## config.mk

```make
export PLATFORM = sky130hd
export DESIGN_NAME = conv_chan_sched_flat
export DESIGN_NICKNAME = d
export VERILOG_FILES = /design/src/rtl/conv_chan_sched_if.sv /design/src/rtl/conv_chan_sched.sv /design/src/flat_wrapper.sv
export SDC_FILE = /design/constraint.sdc
export NUM_CORES = 1
export LEC_CHECK = 0
export ABC_AREA = 1
export CORE_AREA = 2 2 69 71
export CTS_CLUSTER_DIAMETER = 120
export DETAILED_ROUTE_END_ITERATION = 10
export DIE_AREA = 0 0 71 73
export GPL_TIMING_DRIVEN = 0
export PLACE_DENSITY = 0.48
export SYNTH_ARGS = -nofsm -noshare
export SYNTH_HDL_FRONTEND = slang
export SYNTH_SLANG_ARGS = --single-unit
export TNS_END_PERCENT = 20
```

## constraint.sdc

```tcl
create_clock -name clk -period 2.3 [get_ports clk]
set_clock_uncertainty 0.1 [all_clocks]
set_input_delay 0.23 -clock clk [delete_from_list [all_inputs] [get_ports clk]]
set_output_delay 0.23 -clock clk [all_outputs]
set_load 0.005 [all_outputs]
```

## src/rtl/conv_chan_sched_if.sv

```systemverilog
// Signal bundle between the conv channel scheduler, its requester, the conv engine and the writeback sink.
interface conv_chan_sched_if;
  logic       start;
  logic [3:0] n_chan;
  logic       abort;
  logic       eng_trigger;
  logic [3:0] eng_chan;
  logic       eng_valid;
  logic [3:0] eng_chan_done;
  logic       wb_valid;
  logic [3:0] wb_chan;
  logic       wb_ready;
  logic       busy;
  logic       done;
  logic       err;

  modport master (
    input  start, n_chan, abort, eng_valid, eng_chan_done, wb_ready,
    output eng_trigger, eng_chan, wb_valid, wb_chan, busy, done, err
  );

  modport slave (
    output start, n_chan, abort, eng_valid, eng_chan_done, wb_ready,
    input  eng_trigger, eng_chan, wb_valid, wb_chan, busy, done, err
  );
endinterface

```

## src/rtl/conv_chan_sched.sv

```systemverilog
// Runs a conv layer channel by channel: trigger the engine, wait for its completion
// with a timeout, hand the result downstream, then advance to the next channel.
//
// state | meaning
// IDLE  | waiting for start
// TRIG  | one-cycle engine trigger for the current channel
// WAIT  | waiting for engine completion, timeout running
// WB    | result offered downstream until accepted
// FIN   | one-cycle done pulse
// ERR   | timeout or wrong channel reported; sets err
module conv_chan_sched #(
  parameter int CHAN    = 10,
  parameter int TIMEOUT = 255
) (
  input logic               clk,
  input logic               rst,
  conv_chan_sched_if.master bus
);

  localparam int             TW       = $clog2(TIMEOUT + 1);
  localparam logic [TW-1:0]  TMR_LOAD = TW'(TIMEOUT - 1);
  localparam logic [3:0]     CHAN_MAX = 4'(CHAN);

  typedef enum logic [2:0] {IDLE, TRIG, WAIT, WB, FIN, ERR} state_t;

  state_t        state, state_d;
  logic [3:0]    chan, n_lat, n_clamp;
  logic [TW-1:0] tmr;
  logic          err_q, accept, last_chan;

  assign n_clamp   = (bus.n_chan > CHAN_MAX) ? CHAN_MAX : bus.n_chan;
  assign accept    = (state == IDLE) && bus.start;
  assign last_chan = (chan == n_lat - 4'd1);

  always_ff @(posedge clk) begin
    if (rst) state <= IDLE;
    else     state <= state_d;
  end

  always_comb begin
    state_d = state;
    case (state)
      IDLE: if (bus.start) state_d = (n_clamp == 4'd0) ? FIN : TRIG;
      TRIG: state_d = WAIT;
      WAIT: begin
        if (bus.eng_valid) state_d = (bus.eng_chan_done == chan) ? WB : ERR;
        else if (tmr == '0) state_d = ERR;
      end
      WB:   if (bus.wb_ready) state_d = last_chan ? FIN : TRIG;
      FIN:  state_d = IDLE;
      ERR:  state_d = IDLE;
      default: state_d = IDLE;
    endcase
    // abort wins over every other transition, including into ERR
    if (bus.abort && (state != IDLE)) state_d = IDLE;
  end

  always_ff @(posedge clk) begin
    if (rst) begin
      chan  <= 4'd0;
      n_lat <= 4'd0;
      tmr   <= '0;
      err_q <= 1'b0;
    end else begin
      if (accept) begin
        n_lat <= n_clamp;
        err_q <= 1'b0;
      end else if (state_d == ERR) begin
        err_q <= 1'b1;
      end

      if (accept || (state_d == IDLE))        chan <= 4'd0;
      else if ((state == WB) && (state_d == TRIG)) chan <= chan + 4'd1;

      // down-counter: TIMEOUT wait cycles elapse before terminal count forces ERR
      if (state == TRIG)                    tmr <= TMR_LOAD;
      else if ((state == WAIT) && (tmr != '0)) tmr <= tmr - 1'b1;
    end
  end

  assign bus.eng_trigger = (state == TRIG);
  assign bus.eng_chan    = chan;
  assign bus.wb_valid    = (state == WB);
  assign bus.wb_chan     = (state == WB) ? chan : 4'd0;
  assign bus.busy        = (state != IDLE);
  assign bus.done        = (state == FIN);
  assign bus.err         = err_q;

endmodule
```

## src/flat_wrapper.sv

```systemverilog
// flat-port wrapper written by rule: the top's interface ports become plain ports
module conv_chan_sched_flat 
#(
  parameter int CHAN    = 10,
  parameter int TIMEOUT = 255
)
  (clk, rst, bus_start, bus_n_chan, bus_abort, bus_eng_valid, bus_eng_chan_done, bus_wb_ready, bus_eng_trigger, bus_eng_chan, bus_wb_valid, bus_wb_chan, bus_busy, bus_done, bus_err);
  conv_chan_sched_if bus_i ();
  input logic clk;
  input logic rst;
  input wire logic [$bits(bus_i.start)-1:0] bus_start;
  input wire logic [$bits(bus_i.n_chan)-1:0] bus_n_chan;
  input wire logic [$bits(bus_i.abort)-1:0] bus_abort;
  input wire logic [$bits(bus_i.eng_valid)-1:0] bus_eng_valid;
  input wire logic [$bits(bus_i.eng_chan_done)-1:0] bus_eng_chan_done;
  input wire logic [$bits(bus_i.wb_ready)-1:0] bus_wb_ready;
  output wire logic [$bits(bus_i.eng_trigger)-1:0] bus_eng_trigger;
  output wire logic [$bits(bus_i.eng_chan)-1:0] bus_eng_chan;
  output wire logic [$bits(bus_i.wb_valid)-1:0] bus_wb_valid;
  output wire logic [$bits(bus_i.wb_chan)-1:0] bus_wb_chan;
  output wire logic [$bits(bus_i.busy)-1:0] bus_busy;
  output wire logic [$bits(bus_i.done)-1:0] bus_done;
  output wire logic [$bits(bus_i.err)-1:0] bus_err;
  assign bus_i.start = bus_start;
  assign bus_i.n_chan = bus_n_chan;
  assign bus_i.abort = bus_abort;
  assign bus_i.eng_valid = bus_eng_valid;
  assign bus_i.eng_chan_done = bus_eng_chan_done;
  assign bus_i.wb_ready = bus_wb_ready;
  assign bus_eng_trigger = bus_i.eng_trigger;
  assign bus_eng_chan = bus_i.eng_chan;
  assign bus_wb_valid = bus_i.wb_valid;
  assign bus_wb_chan = bus_i.wb_chan;
  assign bus_busy = bus_i.busy;
  assign bus_done = bus_i.done;
  assign bus_err = bus_i.err;
  conv_chan_sched #(.CHAN(CHAN), .TIMEOUT(TIMEOUT)) u_core (.clk(clk), .rst(rst), .bus(bus_i));
endmodule
```

==> reports/qor.yml, run 1 <==
run_status:
  outcome: "complete, no violations"
min_path:
  hold_class: "in2reg"
  hold_path_end: "u_core.state[1]"
  hp-start: "rst"
  worstHoldPathCells: 2
floorplan:
  fp.dieH_um: 73
  rows: 25
  dieArea_mm2: 0.00518
  initial_core_util_pct: 28.8
  io-pin-count: 27
  die_w_um: 71
  coreArea_mm2: 0.00454
cells_and_area:
  nNetsFinal: 248
  multi_input_area_um2: 753
  final_area_mm2: 0.00167
  drive_gt1_share_pct: 10.5
  fillers: 487
  seq_area_um2: 400
  syn_to_final_growth_pct: 27.5
  diodes: 0
timing:
  hold_viol: 0
  drv_slew: 0
  fin_tns_setup_ns: 0
  period_share_pct: 88.1
  slew_headroom_pct: 73.8
  fin_ws_ns: 0.273
  final.min_clock_period_ns: 2.03
  clock.fmax_ghz: 0.493
  setup_viol: 0
  rsz0062_at_grt: "no"
  tightest_slew_ns: 0.391
synth:
  synth_seq_area_share_pct: 30.7
  synthXorXnorAreaFrac_pct: 4.02
  synth_cells: 201
  synth-seq-cells: 20
  yosysTopAreaCellShare_pct: 30.7
  synth.avg_cell_area_um2: 6.50
  synthTopCellsByCount: "49 x nand2_1, 32 x inv_1, 24 x nor2_1"
  synth_top_family_by_area: "simple AND/OR/NAND/NOR gates"
  syn_area_mm2: 0.00131
  synth-simple-area-share_pct: 38.3
  synth_edf_count: 0
  synth_nets: 218
  synthAdderAreaFrac_pct: 2.87
  synth-async-reset-ratio_pct: 0
  synth_top_cell_by_area: "dfxtp_1"
  ys_top_cells_by_area: "dfxtp_1 31%, nand2_1 14%, inv_1 9.2%"
  yosys_warnings: 0
  ys.flop_type: "dfxtp_1"
  synth_compound_area_share_pct: 12.5
  netlist-cell-type-count: 28
  synth.most_common_cell: "nand2_1"
  synth.mux.area_fraction_pct: 0
setup_path:
  crit_chain: "inv_1 -> nand3_1 -> inv_2 -> clkdlybuf4s50_1"
  reg2reg_slack_ns: 0.40
  crit_required_ns: 1.97
  critPathLaunch: "u_core.state[2]"
  rr_endpoint: "u_core.bus.eng_chan[0]"
  worst_ep_arrival_time_ns: 1.70
  critPathKind: "reg2out"
  cp-start-kind: "register"
  cpPeakStageDelay_ns: 0.54
  crit_path_end_kind: "output port"
  rr_worst_depth: 11
  cpMaxStageDelayCell: "clkdlybuf4s50_1"
  cp_max_fo: 8
  rr_startpoint: "u_core.n_lat[0]"
job:
  maxCapViolations: 0
clocking:
  cts_hold_buf: 0
  root_buffer: "clkbuf_8"
  clock_sinks: 20
  numCtsBuffers: 3
  path_clk_slew_ns: 0.08
  post-cts-setup-buffers: 0
  htreeDepth: 1
  post_cts_resized: 0
  clock_latency_ns: 0.26
  cts_max_path_buffers: 2
  cts_tree: "done"
global_routing:
  antenna_found_initial: 0
  grt_max_degree: 11
  grt_overflow: 0
  grt_pass1_wl_um: 5300
  grt_pass1_vias: 1144
  grt.total_usage_pct: 13.0
pwr:
  p_leak_nw: 0.747
  vdd_ir_drop_max_mv: 0.236
  power_density_mw_per_mm2: 648
  total_power_mw: 1.08
routing:
  drc: 0
  vias_per_cell: 4.41
  firstDrtPassIters: 4
  wl_per_cell_um: 11.0
  vias: 1247
  drt-initial-drc-count: 51
  postRouteAntennaNets: 0
  drt-total-wl_um: 3100
place:
  placed_area_mm2: 0.00162
  io_buffers: 25
  place_congestion: 0.810
  post-place-ws_ns: 0.337
  dp_hpwl_um: 2470
==> critical path, delay by kind of cell, from the launching register on <==
family	cells	cell delay, ns
flip-flops	1	0.40
buffers and inverters	3	0.86
AND/OR/NAND/NOR	1	0.19
==> sequential cells by signal, indices dropped and copies added (netlist names) <==
register / flops
u_core.bus.eng_chan: 4
u_core.bus.err: 1
u_core.n_lat: 4
u_core.state: 3
u_core.tmr: 8
==> per-stage QoR <==
| step | hold slack [ns] | instances | utilization (%) |
|---|---|---|---|
| finish | 0.112 | 283 | 36.7 |
| global route | 0.114 | 283 | 36.7 |
| CTS | 0.112 | 283 | 36.7 |
| detailed placement | 0.363 | 280 | 35.8 |
| global placement | 0.366 | 280 | 35.8 |
| floorplan | 0.269 | 201 | - |
==> where the power goes <==
part           total [mW]  leakage, nW  switching [mW]  internal, mW
Clock               0.237       0.0216           0.120         0.117
Combinational       0.414        0.562           0.255         0.159
Sequential          0.428        0.163          0.0357         0.392
==> cells in the final DEF (no fill, tap or decap) <==
| cell type | count |
|---|---|
| nor2_1 | 24 |
| dfxtp_1 | 20 |
| a21oi_2 | 2 |
| ha_1 | 3 |
| nor3_1 | 2 |
| xnor2_1 | 1 |
| nor2_2 | 3 |
| a31oi_1 | 2 |
| o21ai_1 | 1 |
| nand2_1 | 49 |
| nand3_2 | 1 |
| inv_4 | 1 |
| clkbuf_8 | 3 |
| inv_2 | 4 |
| nand3_1 | 13 |
| nor2_4 | 1 |
| nand2_4 | 2 |
| o21ai_0 | 8 |
| a211oi_1 | 1 |
| nand2_2 | 3 |
| clkdlybuf4s50_1 | 25 |
| nand4_1 | 6 |
| xor2_1 | 5 |
| a21oi_1 | 11 |
| a221oi_1 | 1 |
| inv_1 | 32 |
| clkinv_1 | 1 |
| nor3_4 | 2 |
| buf_4 | 1 |
| a21oi_4 | 1 |
==> layer usage <==
layer  up-vias  routed length, um  track usage [%]
li1        697                  -                -
met1       526               1680             19.1
met2        19               1250             18.9
met3         5                113             2.21
met4         0                 55             5.03
met5         -                  0                0
==> how the worst max path moves through the flow <==
stage	end	slack, ns	depth (start not counted)
final	bus_wb_valid	0.27	4
after global routing	bus_wb_valid	0.12	4
after CTS	bus_wb_valid	0.23	3
after detailed placement	u_core.bus.eng_chan[0]	0.34	11
after global placement	u_core.bus.eng_chan[2]	0.31	11
after floorplan	u_core.bus.eng_chan[1]	0.61	11
==> kinds of logic (layout without fill, tap and decap cells) <==
family	after synthesis	after routing
and+or+nand+nor	106	106
buffers and inverters	39	67
AOI/OAI and AO/OA	27	27
DFF	20	20
xor gates and xnor gates	6	6
adders and majority gates	3	3
==> area by class of cell <==
type                    count  area share (%)
inverters                  38            8.72
plain buffers               1           0.451
multi-input cells         142            45.2
clock buffers               3            2.48
repair buffers             25            15.0
well taps                  54            4.06
flip-flops and latches     20            24.0
Power figures use the tool's default switching activity.
==> run 2: changes to the inputs <==
--- a/config.mk
+++ b/config.mk
@@ -15,4 +15,3 @@
 export SYNTH_ARGS = -nofsm -noshare
 export SYNTH_HDL_FRONTEND = slang
 export SYNTH_SLANG_ARGS = --single-unit
-export TNS_END_PERCENT = 20
==> results of run 2 <==
Final layout, timing and power as in run 1 (identical DEF).
